### src/rtl/skill_timer_unit_if.sv
// skill_timer_unit_if
// Bundles the skill request/response signals between the key front end
// (master) and the skill timer unit (slave).
//   req          : one-cycle request pulses, bit0 = J, bit1 = K, bit2 = L
//   grant        : one-cycle pulse, request i accepted
//   deny         : one-cycle pulse, request i rejected
//   skill_remain : skill i currently active
//   skill_point  : current skill-point count
interface skill_timer_unit_if;
  logic [2:0] req;
  logic [2:0] grant;
  logic [2:0] deny;
  logic [2:0] skill_remain;
  logic [1:0] skill_point;

  modport master (
    output req,
    input  grant, deny, skill_remain, skill_point
  );

  modport slave (
    input  req,
    output grant, deny, skill_remain, skill_point
  );
endinterface

### src/rtl/skill_timer_unit.sv
// skill_timer_unit
// Accepts or rejects J/K/L skill requests against the skill-point budget
// and each skill's activity, runs one duration timer per skill and refills
// skill points on a fixed period while the game stage is running.
// Ports:
//   clk_22 : game tick clock
//   rst    : asynchronous, active-high reset
//   enable : high while the game is in STAGE1; low clears timers/refill
//   bus    : slave side of skill_timer_unit_if (req in; grant, deny,
//            skill_remain, skill_point out)
module skill_timer_unit #(
  parameter int DUR_J         = 100,
  parameter int DUR_K         = 100,
  parameter int DUR_L         = 60,
  parameter int MAX_POINTS    = 3,
  parameter int REFILL_PERIOD = 200
) (
  input  logic              clk_22,
  input  logic              rst,
  input  logic              enable,
  skill_timer_unit_if.slave bus
);

  localparam logic [23:0] DUR_VEC   = {8'(DUR_L), 8'(DUR_K), 8'(DUR_J)};
  localparam logic [1:0]  MAX_PT    = 2'(MAX_POINTS);
  localparam logic [9:0]  RCNT_LAST = 10'(REFILL_PERIOD - 1);

  logic [2:0][7:0] tmr, tmr_next;
  logic [9:0]      rcnt, rcnt_next;
  logic [1:0]      point, point_next, point_refilled;
  logic [2:0]      grant_q, deny_q, grant_next, deny_next;
  logic [2:0]      idle, eligible;
  logic            refill;

  assign idle     = {tmr[2] == 8'd0, tmr[1] == 8'd0, tmr[0] == 8'd0};
  assign eligible = bus.req & idle & {3{point != 2'd0}};
  assign refill   = enable && (rcnt == RCNT_LAST);

  // Fixed-priority arbitration: lowest eligible index wins, every other
  // request seen this cycle (busy, no points, or lost) is denied.
  always_comb begin
    grant_next = 3'b000;
    deny_next  = 3'b000;
    if (enable) begin
      if (eligible[0])      grant_next = 3'b001;
      else if (eligible[1]) grant_next = 3'b010;
      else if (eligible[2]) grant_next = 3'b100;
      deny_next = bus.req & ~grant_next;
    end
  end

  // Timers: a grant loads the duration, otherwise a running timer counts
  // down; leaving the stage drops every timer to zero.
  always_comb begin
    tmr_next = '0;
    if (enable) begin
      for (int i = 0; i < 3; i++) begin
        if (grant_next[i])
          tmr_next[i] = DUR_VEC[i*8 +: 8];
        else if (!idle[i])
          tmr_next[i] = tmr[i] - 8'd1;
      end
    end
  end

  // Refill saturates first so that a refill at the ceiling is absorbed and
  // a simultaneous grant still costs a point. A grant implies point > 0,
  // so the subtraction cannot wrap.
  always_comb begin
    rcnt_next      = 10'd0;
    point_refilled = point;
    point_next     = point;
    if (enable) begin
      rcnt_next = refill ? 10'd0 : rcnt + 10'd1;
      if (refill && (point < MAX_PT))
        point_refilled = point + 2'd1;
      point_next = point_refilled - {1'b0, |grant_next};
    end
  end

  always_ff @(posedge clk_22 or posedge rst) begin
    if (rst) begin
      tmr     <= '0;
      rcnt    <= 10'd0;
      point   <= 2'd0;
      grant_q <= 3'b000;
      deny_q  <= 3'b000;
    end else begin
      tmr     <= tmr_next;
      rcnt    <= rcnt_next;
      point   <= point_next;
      grant_q <= grant_next;
      deny_q  <= deny_next;
    end
  end

  assign bus.grant        = grant_q;
  assign bus.deny         = deny_q;
  assign bus.skill_remain = ~idle;
  assign bus.skill_point  = point;

endmodule
### src/flat_wrapper.sv
// flat-port wrapper written by rule: the top's interface ports become plain ports
module skill_timer_unit_flat 
#(
  parameter int DUR_J         = 100,
  parameter int DUR_K         = 100,
  parameter int DUR_L         = 60,
  parameter int MAX_POINTS    = 3,
  parameter int REFILL_PERIOD = 200
)
  (clk_22, rst, enable, bus_req, bus_grant, bus_deny, bus_skill_remain, bus_skill_point);
  skill_timer_unit_if bus_i ();
  input  logic clk_22;
  input  logic rst;
  input  logic enable;
  input wire logic [$bits(bus_i.req)-1:0] bus_req;
  output wire logic [$bits(bus_i.grant)-1:0] bus_grant;
  output wire logic [$bits(bus_i.deny)-1:0] bus_deny;
  output wire logic [$bits(bus_i.skill_remain)-1:0] bus_skill_remain;
  output wire logic [$bits(bus_i.skill_point)-1:0] bus_skill_point;
  assign bus_i.req = bus_req;
  assign bus_grant = bus_i.grant;
  assign bus_deny = bus_i.deny;
  assign bus_skill_remain = bus_i.skill_remain;
  assign bus_skill_point = bus_i.skill_point;
  skill_timer_unit #(.DUR_J(DUR_J), .DUR_K(DUR_K), .DUR_L(DUR_L), .MAX_POINTS(MAX_POINTS), .REFILL_PERIOD(REFILL_PERIOD)) u_core (.clk_22(clk_22), .rst(rst), .enable(enable), .bus(bus_i));
endmodule
### config.mk
export PLATFORM = sky130hd
export DESIGN_NAME = skill_timer_unit_flat
export DESIGN_NICKNAME = d
export VERILOG_FILES = /design/src/rtl/skill_timer_unit_if.sv /design/src/rtl/skill_timer_unit.sv /design/src/flat_wrapper.sv
export SDC_FILE = /design/constraint.sdc
export NUM_CORES = 1
export LEC_CHECK = 0
export CORE_AREA = 4 4 75 77
export CTS_CLUSTER_SIZE = 40
export DETAILED_ROUTE_END_ITERATION = 16
export DIE_AREA = 0 0 79 81
export SLEW_MARGIN = 20
export SYNTH_ARGS = -nofsm -noshare
export SYNTH_HDL_FRONTEND = slang
export SYNTH_SLANG_ARGS = --single-unit
export TNS_END_PERCENT = 50
### constraint.sdc
create_clock -name clk_22 -period 4.2 [get_ports clk_22]
set_input_delay 0.42 -clock clk_22 [delete_from_list [all_inputs] [get_ports clk_22]]
set_output_delay 0.42 -clock clk_22 [all_outputs]
set_load 0.03 [all_outputs]
# After elaboration in Yosys (flattened, before gate mapping)
# Index checks and enable logic that the tools add are counted.
[word_totals] out_inout_bits=11 ramBits=0 ff_bits=42 romBits=0 latchBits=0 mem_count=0
[classes] bitwise_logic=5 multipliers=0 n_reduce_logical=7 eq_ne=1 order_cmp=1 shift=0 div_mod_pow=0 add_sub_neg=6 muxes=17
[ops] operator="two-way mux 8 bit" count=6
[ops] operator="logical NOT 8 bit" count=3
[ops] operator="two-way mux 24 bit" count=1
[ops] operator="subtractor 8 x 1 -> 8 bit (second input constant)" count=3
[ops] operator="two-way mux 10 bit" count=2
[ops] operator="two-way mux 3 bit" count=6
[ops] operator="adder 10 x 1 -> 10 bit (second input constant)" count=1
[ops] operator="equality test 10 x 8 -> 1 bit (second input constant)" count=1
[ops] operator="AND 3 bit" count=3
[ops] operator="inverter 3 bit" count=2
[ops] operator="two-way mux 2 bit" count=2
[ops] operator="OR reduction 3 bit" count=1
[ops] operator="adder 2 x 1 -> 2 bit (second input constant)" count=1
[ops] operator="logical AND 1 bit" count=2
[ops] operator="< comparator 2 bit (second input constant)" count=1
[ops] operator="nonzero test 2 bit" count=1
[ops] operator="subtractor 2 x 1 -> 2 bit" count=1

# Longest topological paths before layout
# Gate-level depths: netlist (run 1).
[depth] word_depth=10 ltp_mapped=9 depth_no_buf=9

# Worst setup path before layout (run 1)
# OpenSTA, ideal clock, no wires.
[synth_path] kind="input port to flip-flop" from="input port enable" to="register u_core.point[1], in the netlist u_core.bus.skill_point[1]" path_buffers=1 arrival_ns=1.980 path_stages=8 slack_ns=2.126 required_ns=4.106 cell_sequence="clkbuf_1 -> nand4b_1 -> nor4_4 -> xnor2_1 -> ha_1 -> nor2_1 -> mux2_2 -> a211oi_1"
[synth_between] elab_chain_cells=5 word_cells_on_any_way=7
[synth_rtl] item="start, declared" line_no="flat_wrapper.sv:14" source="input logic enable;"
[synth_rtl] item="logical AND 1 bit" line_no="skill_timer_unit.sv:37" source="assign refill = enable && (rcnt == RCNT_LAST);"
[synth_rtl] item="logical AND 1 bit" line_no="skill_timer_unit.sv:75" source="if (refill && (point < MAX_PT))"
[synth_rtl] item="two-way mux 2 bit" line_no="skill_timer_unit.sv:75"
[synth_rtl] item="two-way mux 2 bit" line_no="skill_timer_unit.sv:73" source="if (enable) begin"
[synth_rtl] item="subtractor 2 x 1 -> 2 bit" line_no="skill_timer_unit.sv:77" source="point_next = point_refilled - {1'b0, |grant_next};"
[synth_rtl] item="end signal, assigned" line_no="skill_timer_unit.sv:91" source="point <= point_next;"
[synth_rtl] item="end, declared" line_no="skill_timer_unit.sv:30" source="logic [1:0] point, point_next, point_refilled;"
# Several ways; a longest one is shown, not always the timed one. The select of a mux whose other input is x is not followed.
# A chain may end at the register's enable or synchronous reset.

# Worst setup path after layout (run 1)
[layout_path] from="register u_core.tmr[2] (netlist bit)" to="output port bus_skill_remain[0]"
[layout_between] elab_chain_cells=2
[layout_rtl] item="start, declared" line_no="skill_timer_unit.sv:28" source="logic [2:0][7:0] tmr, tmr_next;"
[layout_rtl] item="start signal, assigned" line_no="skill_timer_unit.sv:89" source="tmr <= tmr_next;"
[layout_rtl] item="logical NOT 8 bit" line_no="skill_timer_unit.sv:35" source="assign idle = {tmr[2] == 8'd0, tmr[1] == 8'd0, tmr[0] == 8'd0};"
[layout_rtl] item="inverter 3 bit" line_no="skill_timer_unit.sv:99" source="assign bus.skill_remain = ~idle;"
[layout_rtl] item="end, declared" line_no="flat_wrapper.sv:18" source="output wire logic [$bits(bus_i.skill_remain)-1:0] bus_skill_remain;"
# Every way passes these cells.

==> flow_summary_export.csv, run 1 <==
group,metric,value,unit
route,vias,1452,
die,die_height,81,um
setup_path,crit_cells,3,
clock_tree,cts_tree,"yes",
place,dp_hpwl,2630,um
setup_path,cp_slowest_cell,"clkdlybuf4s50_1",
setup_path,cp.buffers_inverters,1,
final_layout,multi_input_area,0.00101,mm^2
route,wire_per_inst,12.2,um
place,place_congestion,0.775,
sta,post-route-min-period,2.55,ns
final_layout,ff_latch_area,0.00105,mm^2
worst_hold_path,hold_path_class,"reg2reg",
logic_synthesis,syn_inst,207,
setup_path,critPathMaxStageDelay,0.66,ns
place,dp_slack,1.59,ns
logic_synthesis,yosysWarningCount,0,
final_layout,mostFrequentLayoutCells,"dfrtp_1 (42), nor2_1 (35), clkdlybuf4s50_1 (16)",
power_and_ir_drop,seqPwrFrac,0.385,
grt,grt_max_degree,23,
die,die_area,0.00640,mm^2
power_and_ir_drop,p_int,949,uW
final_layout,mostFrequentLayoutCell,"dfrtp_1",
route,drc_errors,0,
setup_path,crit_type,"reg2out",
logic_synthesis,yosysSeqAreaShare,0.497,
sta,maxSlewHeadroom,0.462,
final_layout,n_fill_cell,503,
clock_tree,clock_sinks,42,
clock_tree,htree_levels,2,
sta,tightest_slew,0.806,ns
run_status,outcome,"completed",
logic_synthesis,synthDistinctLibCells,37,
die,start_util,0.422,
sta,final-hold-violation-count,0,
sta,setup_ws,1.65,ns
logic_synthesis,synth_ff_type,"dfrtp_1",
grt,antenna_found_initial,0,
clock_tree,cts_hold_buffers,0,
logic_synthesis,async_flop_share,1.00,
clock_tree,clk_pin_slew,0.08,ns
route,drt_iter0_drc,47,
setup_path,ff2ff_path_depth,7,
power_and_ir_drop,p_clk_frac,0.157,
place,dp_cells,293,
logic_synthesis,synth_edf_count,0,
sta,maxSlewViolCount,0,
power_and_ir_drop,p_leak,1.10,nW
die,core,0.00501,mm^2
final_layout,antenna_cells,0,
route,antenna_left,0,
sta,final.setup.tns,0,ns
route,routed_wl,3650,um
route,dr.pass1.iters,3,
clock_tree,cts_buffers,5,
die,dieWidth,79,um
grt,grt_overflow_total,0,
setup_path,path_delay_family,"simple AND/OR/NAND/NOR gates",
setup_path,worstPathArrival,2.13,ns
sta,finalCritPeriodShare,0.608,
final_layout,synthToLayoutAreaGrowth,15.8,%
sta,max_freq,0.392,GHz
logic_synthesis,synth_fp_nets,221,
grt,grt_pass1_wl,6580,um
final_layout,stdcell_count,300,
sta,finalSetupViolCount,0,
worst_hold_path,holdPathStages,1,
sta,final.setup_skew,0.00625,ns
setup_path,path_max_fanout,6,
sta,rsz0062_at_grt,"false",
power_and_ir_drop,p_sw,625,uW
clock_tree,clock_path_buffers,2,
place,port_buffers,16,
power_and_ir_drop,p_comb_frac,0.458,
power_and_ir_drop,power.density,643,mW/mm^2
setup_path,worstSetupStartpointType,"register",
clock_tree,postCtsSetupRepairBufs,0,
grt,grt_use_total,0.130,
clock_tree,post_cts_resized,0,
clock_tree,insertion_delay,0.29,ns
setup_path,critPathCaptureType,"output port",
logic_synthesis,syn_area,0.00211,mm^2
place,post_dp_cell_area,0.00237,mm^2
power_and_ir_drop,max-vdd-ir-drop,0.000236,V
setup_path,crit_required,3.78,ns
die,fp-row-count,26,
logic_synthesis,ys_seq_elements,42,
die,ios,17,
final_layout,postLayoutCellArea,0.00245,mm^2
job,cap_violations,0,
final_layout,fin_nets,244,
final_layout,drive_gt1_frac,0.0870,
clock_tree,root_buffer,"clkbuf_8",
logic_synthesis,syn_avg_cell_area,10.2,um^2
grt,grt_pass1_vias,1406,
setup_path,cp_cell_sequence,"nor3_1 > nand3_1 > clkdlybuf4s50_1",
power_and_ir_drop,switching_share,0.397,
route,via_per_inst,4.84,
[layer usage]
layer,vias up,wire length (um),GRT usage,share of wire
met2,19,1630,0.200,0.45
met3,7,138,0.0322,0.038
met4,0,58,0.0412,0.016
li1,751,-,-,-
met1,675,1820,0.182,0.50
met5,-,0,0,0
[cell usage after synthesis, types with 2 or more instances]
cell type / number / share of area
nand2_1: 15 / 0.027
xor2_1: 10 / 0.041
nand3b_1: 2 / 0.0071
nor3_1: 7 / 0.017
nor2b_1: 3 / 0.0089
inv_1: 13 / 0.023
nand3_1: 6 / 0.014
or3b_2: 2 / 0.0083
or3_1: 2 / 0.0059
a21oi_1: 4 / 0.0095
nor2_1: 35 / 0.062
mux2_2: 2 / 0.011
ha_1: 8 / 0.047
nor4_4: 2 / 0.020
o21ai_0: 8 / 0.019
clkbuf_1: 2 / 0.0036
and2_1: 2 / 0.0059
or4_4: 2 / 0.011
nand4_1: 3 / 0.0089
nor4_1: 4 / 0.012
dfrtp_1: 42 / 0.50
mux2i_1: 2 / 0.0095
nor3b_1: 3 / 0.011
nand2b_1: 2 / 0.0059
and3_1: 2 / 0.0059
xnor2_1: 13 / 0.054
[through the flow]
step	hold WS (ns)	power [mW]	util
global route	0.492	1.71	0.489
CTS	0.482	1.60	0.489
detailed placement	0.471	1.34	0.473
floorplan	0.427	1.16	-
finish	0.477	1.57	0.489
global placement	0.449	1.34	0.473
[power by group through the flow]
| stage | Combinational [mW] | Sequential [mW] | Clock [mW] |
|---|---|---|---|
| floorplan | 0.541 | 0.621 | 0 |
| global placement | 0.724 | 0.613 | 0 |
| detailed placement | 0.727 | 0.615 | 0 |
| CTS | 0.730 | 0.607 | 0.262 |
| global route | 0.807 | 0.623 | 0.283 |
| finish | 0.721 | 0.606 | 0.247 |
[logic make-up (layout without fill, tap and decap cells)]
group / after synthesis / count (layout) / synth area share
muxes: 4 / 4 / 0.0201
AOI/OAI and AO/OA: 19 / 19 / 0.0657
adders and majority gates: 8 / 8 / 0.0474
buffers and inverters: 15 / 38 / 0.0266
and+or+nand+nor: 96 / 96 / 0.247
DFF: 42 / 42 / 0.497
xor gates and xnor gates: 23 / 23 / 0.0953
[worst register-to-register path, stage by stage, from the launching register on]
cell,delay [ns]
dfrtp_1,0.42
nor3_1,0.49
nand4_1,0.35
a31oi_1,0.28
ha_1,0.21
nor3b_1,0.05
mux2_2,0.26
a211oi_1,0.20
[sequential cells by signal (all words and copies together), names as in the netlist]
name	flops
u_core.tmr	24
u_core.rcnt	10
u_core.bus.skill_point	2
u_core.bus.grant	3
u_core.bus.deny	3
[path summary, 6_finish.rpt]
check,start,to,slack (ns)
setup reg to reg,u_core.tmr[2],u_core.bus.skill_point[1],1.86
hold / removal,u_core.tmr[8],u_core.tmr[8],0.48
max in group asynchronous,rst,u_core.tmr[7],2.84
hold reg to reg,u_core.tmr[8],u_core.tmr[8],0.48
min in group asynchronous,rst,u_core.tmr[23],0.58
setup / recovery,u_core.tmr[2],bus_skill_remain[0],1.65
[final cells by class]
type / instances / area share
timing repair buffer: 18 / 0.0716
clock inverter: 2 / 0.00409
inverter: 13 / 0.0199
tap: 70 / 0.0358
clock buffer: 5 / 0.0281
sequential: 42 / 0.429
multi-input combinational: 150 / 0.411
Note: power is estimated with default switching activity, not from simulation.
==> inputs of run 2 (changes only) <==
==> constraint.sdc (replaced) <==
create_clock -name clk_22 -period 2.4 [get_ports clk_22]
set_input_delay 0.24 -clock clk_22 [delete_from_list [all_inputs] [get_ports clk_22]]
set_output_delay 0.24 -clock clk_22 [all_outputs]
set_load 0.03 [all_outputs]
==> run 2 against run 1 <==
Effect of this change: wire length rose by 2.1%; die area did not move; first-iteration DRC count fell by 4.3%.
==> flow_summary_export.csv, run 2 (synthesis results as in run 1) <==
group,metric,value,unit
run_status,outcome,"completed",
final_layout,regMostFlops,"u_core.tmr",
setup_path,worstSetupStartpointType,"register",
clock_tree,insertion_delay,0.29,ns
grt,grtUsageMet1,0.178,
final_layout,fin_nets,247,
die,core,0.00501,mm^2
clock_tree,htree_levels,2,
die,fp-row-count,26,
clock_tree,clock_path_buffers,2,
setup_path,critPathMaxStageDelay,0.61,ns
place,place_congestion,0.768,
route,vias,1472,
clock_tree,clk_pin_slew,0.08,ns
sta,finalCritPeriodShare,0.916,
setup_path,r2r_end,"u_core.bus.skill_point[1]",
sta,rsz0062_at_grt,"false",
final_layout,ff_latch_area,0.00105,mm^2
place,port_buffers,16,
final_layout,antenna_cells,0,
die,ios,17,
grt,grt_pass1_wl,6640,um
grt,grt_overflow_total,0,
route,drt_iter0_drc,45,
grt,grt_busiest_layer,"met2",
setup_path,reg2reg_from,"u_core.rcnt[4]",
die,start_util,0.422,
grt,use_met2,0.206,
setup_path,path_max_fanout,7,
setup_path,r2r_setup_slack,0.20,ns
final_layout,multi_input_area,0.00101,mm^2
route,dr.pass1.iters,4,
setup_path,critPathCaptureType,"output port",
route,drc_errors,0,
route,via_per_inst,4.86,
route,wire_per_inst,12.3,um
place,dp_slack,0.173,ns
sta,setup_ws,0.203,ns
place,dp_hpwl,2660,um
sta,maxSlewViolCount,0,
setup_path,cp.buffers_inverters,2,
setup_path,crit_type,"reg2out",
final_layout,mostFrequentLayoutCells,"dfrtp_1 (42), nor2_1 (35), nand2_1 (15)",
clock_tree,cts_buffers,5,
setup_path,path_delay_family,"buffers and inverters",
grt,grt_pass1_vias,1458,
final_layout,drive_gt1_frac,0.103,
grt,grt_max_degree,43,
die,die_height,81,um
power_and_ir_drop,p_leak,1.12,nW
sta,holdWs,0.376,ns
die,dieWidth,79,um
job,cap_violations,0,
power_and_ir_drop,power.density,1130,mW/mm^2
sta,final.setup_skew,0.00857,ns
clock_tree,root_buffer,"clkbuf_8",
setup_path,cp_slowest_cell,"clkdlybuf4s50_1",
place,post_dp_cell_area,0.00239,mm^2
clock_tree,cts_tree,"yes",
grt,grt_use_total,0.134,
route,antenna_left,0,
setup_path,crit_required,2.16,ns
final_layout,largest_reg_flops,24,
final_layout,synthToLayoutAreaGrowth,17.3,%
sta,post-route-min-period,2.20,ns
sta,max_freq,0.455,GHz
setup_path,cp_cell_sequence,"nor4_1 > buf_4 > nand2_1 > clkdlybuf4s50_1",
final_layout,mostFrequentLayoutCell,"dfrtp_1",
final_layout,postLayoutCellArea,0.00248,mm^2
die,die_area,0.00640,mm^2
worst_hold_path,hold_path_class,"in2async",
sta,maxSlewHeadroom,0.557,
sta,final.setup.tns,0,ns
grt,gr-usage-met3,0.0377,
route,routed_wl,3720,um
sta,tightest_slew,0.661,ns
setup_path,worstPathArrival,1.96,ns
sta,finalSetupViolCount,0,
final_layout,n_fill_cell,497,
final_layout,top_regs,"u_core.tmr: 24 flops, u_core.rcnt: 10 flops",
power_and_ir_drop,max-vdd-ir-drop,0.000595,V
setup_path,ff2ff_path_depth,7,
power_and_ir_drop,finalPower,2.81,mW
sta,final-hold-violation-count,0,
clock_tree,clock_sinks,42,
grt,antenna_found_initial,0,
run 2: area by class of cell:
class	instances	area share
Multi-Input combinational cell	150	0.408
Tap cell	70	0.0353
Clock inverter	2	0.00404
Inverter	13	0.0197
Timing Repair Buffer	21	0.0817
Sequential cell	42	0.424
Clock buffer	5	0.0277
run 2: worst max path at each step:
stage	from	depth (start not counted)	slack (ns)	end
detailed placement	enable	8	0.17	u_core.bus.skill_point[1]
floorplan	u_core.rcnt[4]	7	0.33	u_core.bus.skill_point[1]
global route	u_core.tmr[1]	9	0.003	u_core.bus.skill_point[1]
CTS	u_core.tmr[11]	3	0.06	bus_skill_remain[1]
global placement	enable	8	0.22	u_core.bus.skill_point[1]
finish	u_core.tmr[20]	4	0.20	bus_skill_remain[2]
run 2: power by group:
group | internal (mW) | total (mW) | switching [mW]
logic | 0.621 | 1.31 | 0.689
clock network | 0.196 | 0.432 | 0.237
registers | 0.882 | 1.06 | 0.181
total | 1.70 | 2.81 | 1.11
run 2: worst min-delay path, delay by kind of cell:
kind,cells,cell delay (ns)
buffers and inverters,3,0.88
run 2: metal layers:
layer | vias up | share of wire
met2 | 22 | 0.45
met4 | 0 | 0.017
met5 | - | 0
met3 | 5 | 0.033
met1 | 689 | 0.50
li1 | 756 | -
run 2: through the flow:
step | cells | utilization
after floorplan | 207 | -
after global placement | 296 | 0.477
after detailed placement | 296 | 0.477
after CTS | 303 | 0.493
after global routing | 303 | 0.495
final | 303 | 0.495
run 2: repair_timing:
item	4_1_cts	5_1_grt
setup buffers	0	0
endpoints found under the setup margin	0	3
hold buffers	0	0
gates resized for setup	0	3
==> inputs of run 3 (changes only) <==
==> constraint.sdc (replaced) <==
create_clock -name clk_22 -period 2.2 [get_ports clk_22]
set_input_delay 0.22 -clock clk_22 [delete_from_list [all_inputs] [get_ports clk_22]]
set_output_delay 0.22 -clock clk_22 [all_outputs]
set_load 0.03 [all_outputs]
==> run 3 against run 2 <==
Effect of this change: first-iteration DRC count fell by 8.9%; power is 16% higher; clock power up 44%; via count is 0.48% higher; sequential power increased by 9%; final cell count rose by 2.6%; register-to-register slack worse by 0.15 ns.
==> flow_summary_export.csv, run 3 (synthesis results as in run 1) <==
group,metric,value,unit
sta,finalSetupViolCount,0,
clock_tree,clock_sinks,42,
place,port_buffers,16,
sta,holdWs,0.347,ns
setup_path,reg2reg_from,"u_core.rcnt[4]",
grt,grt_pass1_wl,6570,um
clock_tree,root_buffer,"clkbuf_8",
route,vias,1479,
final_layout,mostFrequentLayoutCell,"dfrtp_1",
clock_tree,clock_path_buffers,2,
setup_path,path_max_fanout,3,
setup_path,critPathMaxStageDelay,0.57,ns
route,via_per_inst,4.76,
setup_path,path_delay_family,"simple AND/OR/NAND/NOR gates",
sta,final.setup.tns,0,ns
setup_path,crit_cells,7,
setup_path,crit_required,2.41,ns
setup_path,worstPathArrival,2.35,ns
setup_path,cp.buffers_inverters,0,
setup_path,worstSetupStartpointType,"register",
sta,finalCritPeriodShare,0.975,
route,drt_iter0_drc,41,
route,drc_errors,0,
route,wire_per_inst,12.2,um
setup_path,cp_slowest_cell,"or4_4",
final_layout,regMostFlops,"u_core.tmr",
power_and_ir_drop,max-vdd-ir-drop,0.000546,V
die,start_util,0.422,
die,core,0.00501,mm^2
grt,grt_pass1_vias,1458,
final_layout,top_regs,"u_core.tmr: 24 flops, u_core.rcnt: 10 flops",
die,die_height,81,um
power_and_ir_drop,power.density,1260,mW/mm^2
die,die_area,0.00640,mm^2
sta,rsz0062_at_grt,"true",
place,place_congestion,0.801,
final_layout,synthToLayoutAreaGrowth,22.1,%
clock_tree,cts_tree,"yes",
setup_path,critPathCaptureType,"register",
grt,grt_use_total,0.130,
setup_path,ff2ff_path_depth,7,
sta,final-hold-violation-count,0,
sta,max_freq,0.466,GHz
die,dieWidth,79,um
final_layout,fin_nets,255,
grt,grt_max_degree,43,
worst_hold_path,hold_path_class,"in2async",
run_status,outcome,"completed",
grt,antenna_found_initial,0,
final_layout,largest_reg_flops,24,
sta,maxSlewHeadroom,0.650,
power_and_ir_drop,p_leak,1.17,nW
clock_tree,clk_pin_slew,0.08,ns
job,cap_violations,0,
sta,tightest_slew,0.525,ns
setup_path,critPathLaunch,"u_core.rcnt[4]",
sta,final.setup_skew,0.00798,ns
final_layout,drive_gt1_frac,0.145,
die,fp-row-count,26,
final_layout,fin_util,0.515,
clock_tree,insertion_delay,0.29,ns
route,dr.pass1.iters,4,
setup_path,cp_cell_sequence,"or4_4 > nor4_4 > xnor2_1 > ha_2 > nor3b_1 > mux2_4 > a211oi_2",
setup_path,crit_type,"reg2reg",
clock_tree,cts_buffers,5,
grt,grt_overflow_total,0,
route,antenna_left,0,
place,dp_hpwl,2740,um
clock_tree,htree_levels,2,
sta,maxSlewViolCount,0,
route,routed_wl,3790,um
final_layout,mostFrequentLayoutCells,"dfrtp_1 (42), nor2_1 (34), nand2_1 (15)",
sta,post-route-min-period,2.14,ns
die,ios,17,
final_layout,antenna_cells,0,
setup_path,r2r_setup_slack,0.06,ns
[run 3: cell count changes in the layout (fill, tap and decap cells not counted), sizes merged]
cell	delta
dlygate4sd2	+2
dlymetal6s2s	-1
clkinv	-2
clkdlybuf4s50	-1
buf	+8
bufinv	+1
clkbuf	+1
[run 3: path summary, 6_finish.rpt]
| path | to |
|---|---|
| hold / removal | u_core.tmr[23] |
| min in group clk_22 | u_core.tmr[8] |
| setup reg to reg | u_core.bus.skill_point[1] |
| hold reg to reg | u_core.tmr[8] |
| setup / recovery | u_core.bus.skill_point[1] |
| max in group asynchronous | u_core.bus.grant[1] |
[run 3: stage by stage]
stage | power [mW] | setup WS [ns] | cell area (um^2) | cells
2_1_floorplan | 2.22 | 0.129 | 2110 | 207
3_3_place_gp | 2.65 | 0.0972 | 2440 | 303
3_5_place_dp | 2.67 | 0.0288 | 2440 | 303
4_1_cts | 3.28 | 0.0301 | 2550 | 310
5_1_grt | 3.53 | -0.0465 | 2580 | 311
6_report | 3.25 | 0.0556 | 2580 | 311
[run 3: what timing repair did]
action                     CTS  global route
pin swaps                    0             4
hold endpoints to repair     0             0
setup endpoints to repair    2             2
setup buffers                0             1
gates resized for setup      2             6
hold buffers                 0             0
[run 3: worst reg2reg max path: stages (launching register included)]
cell and delay, ns:
dfrtp_1 0.39, or4_4 0.57, nor4_4 0.26, xnor2_1 0.16, ha_2 0.22, nor3b_1 0.05
mux2_4 0.26, a211oi_2 0.15
[run 3: power breakdown]
part	internal, mW	switching, mW
registers	0.962	0.193
logic	0.710	0.770
clock network	0.363	0.256
[run 3: layout make-up]
cell class	count	area [um^2]
Clock buffer	6	82.6
Clock inverter	1	30.0
Fill cell	481	2430
Inverter	13	48.8
Multi-Input combinational cell	150	1020
Sequential cell	42	1050
Tap cell	70	87.6
Timing Repair Buffer	29	258
[run 3: layer usage]
metal	track usage	routed length [um]	share of wire
met2	0.216	1750	0.46
met3	0.0344	141	0.037
met5	0	0	0
met1	0.165	1830	0.48
met4	0.0412	59	0.016
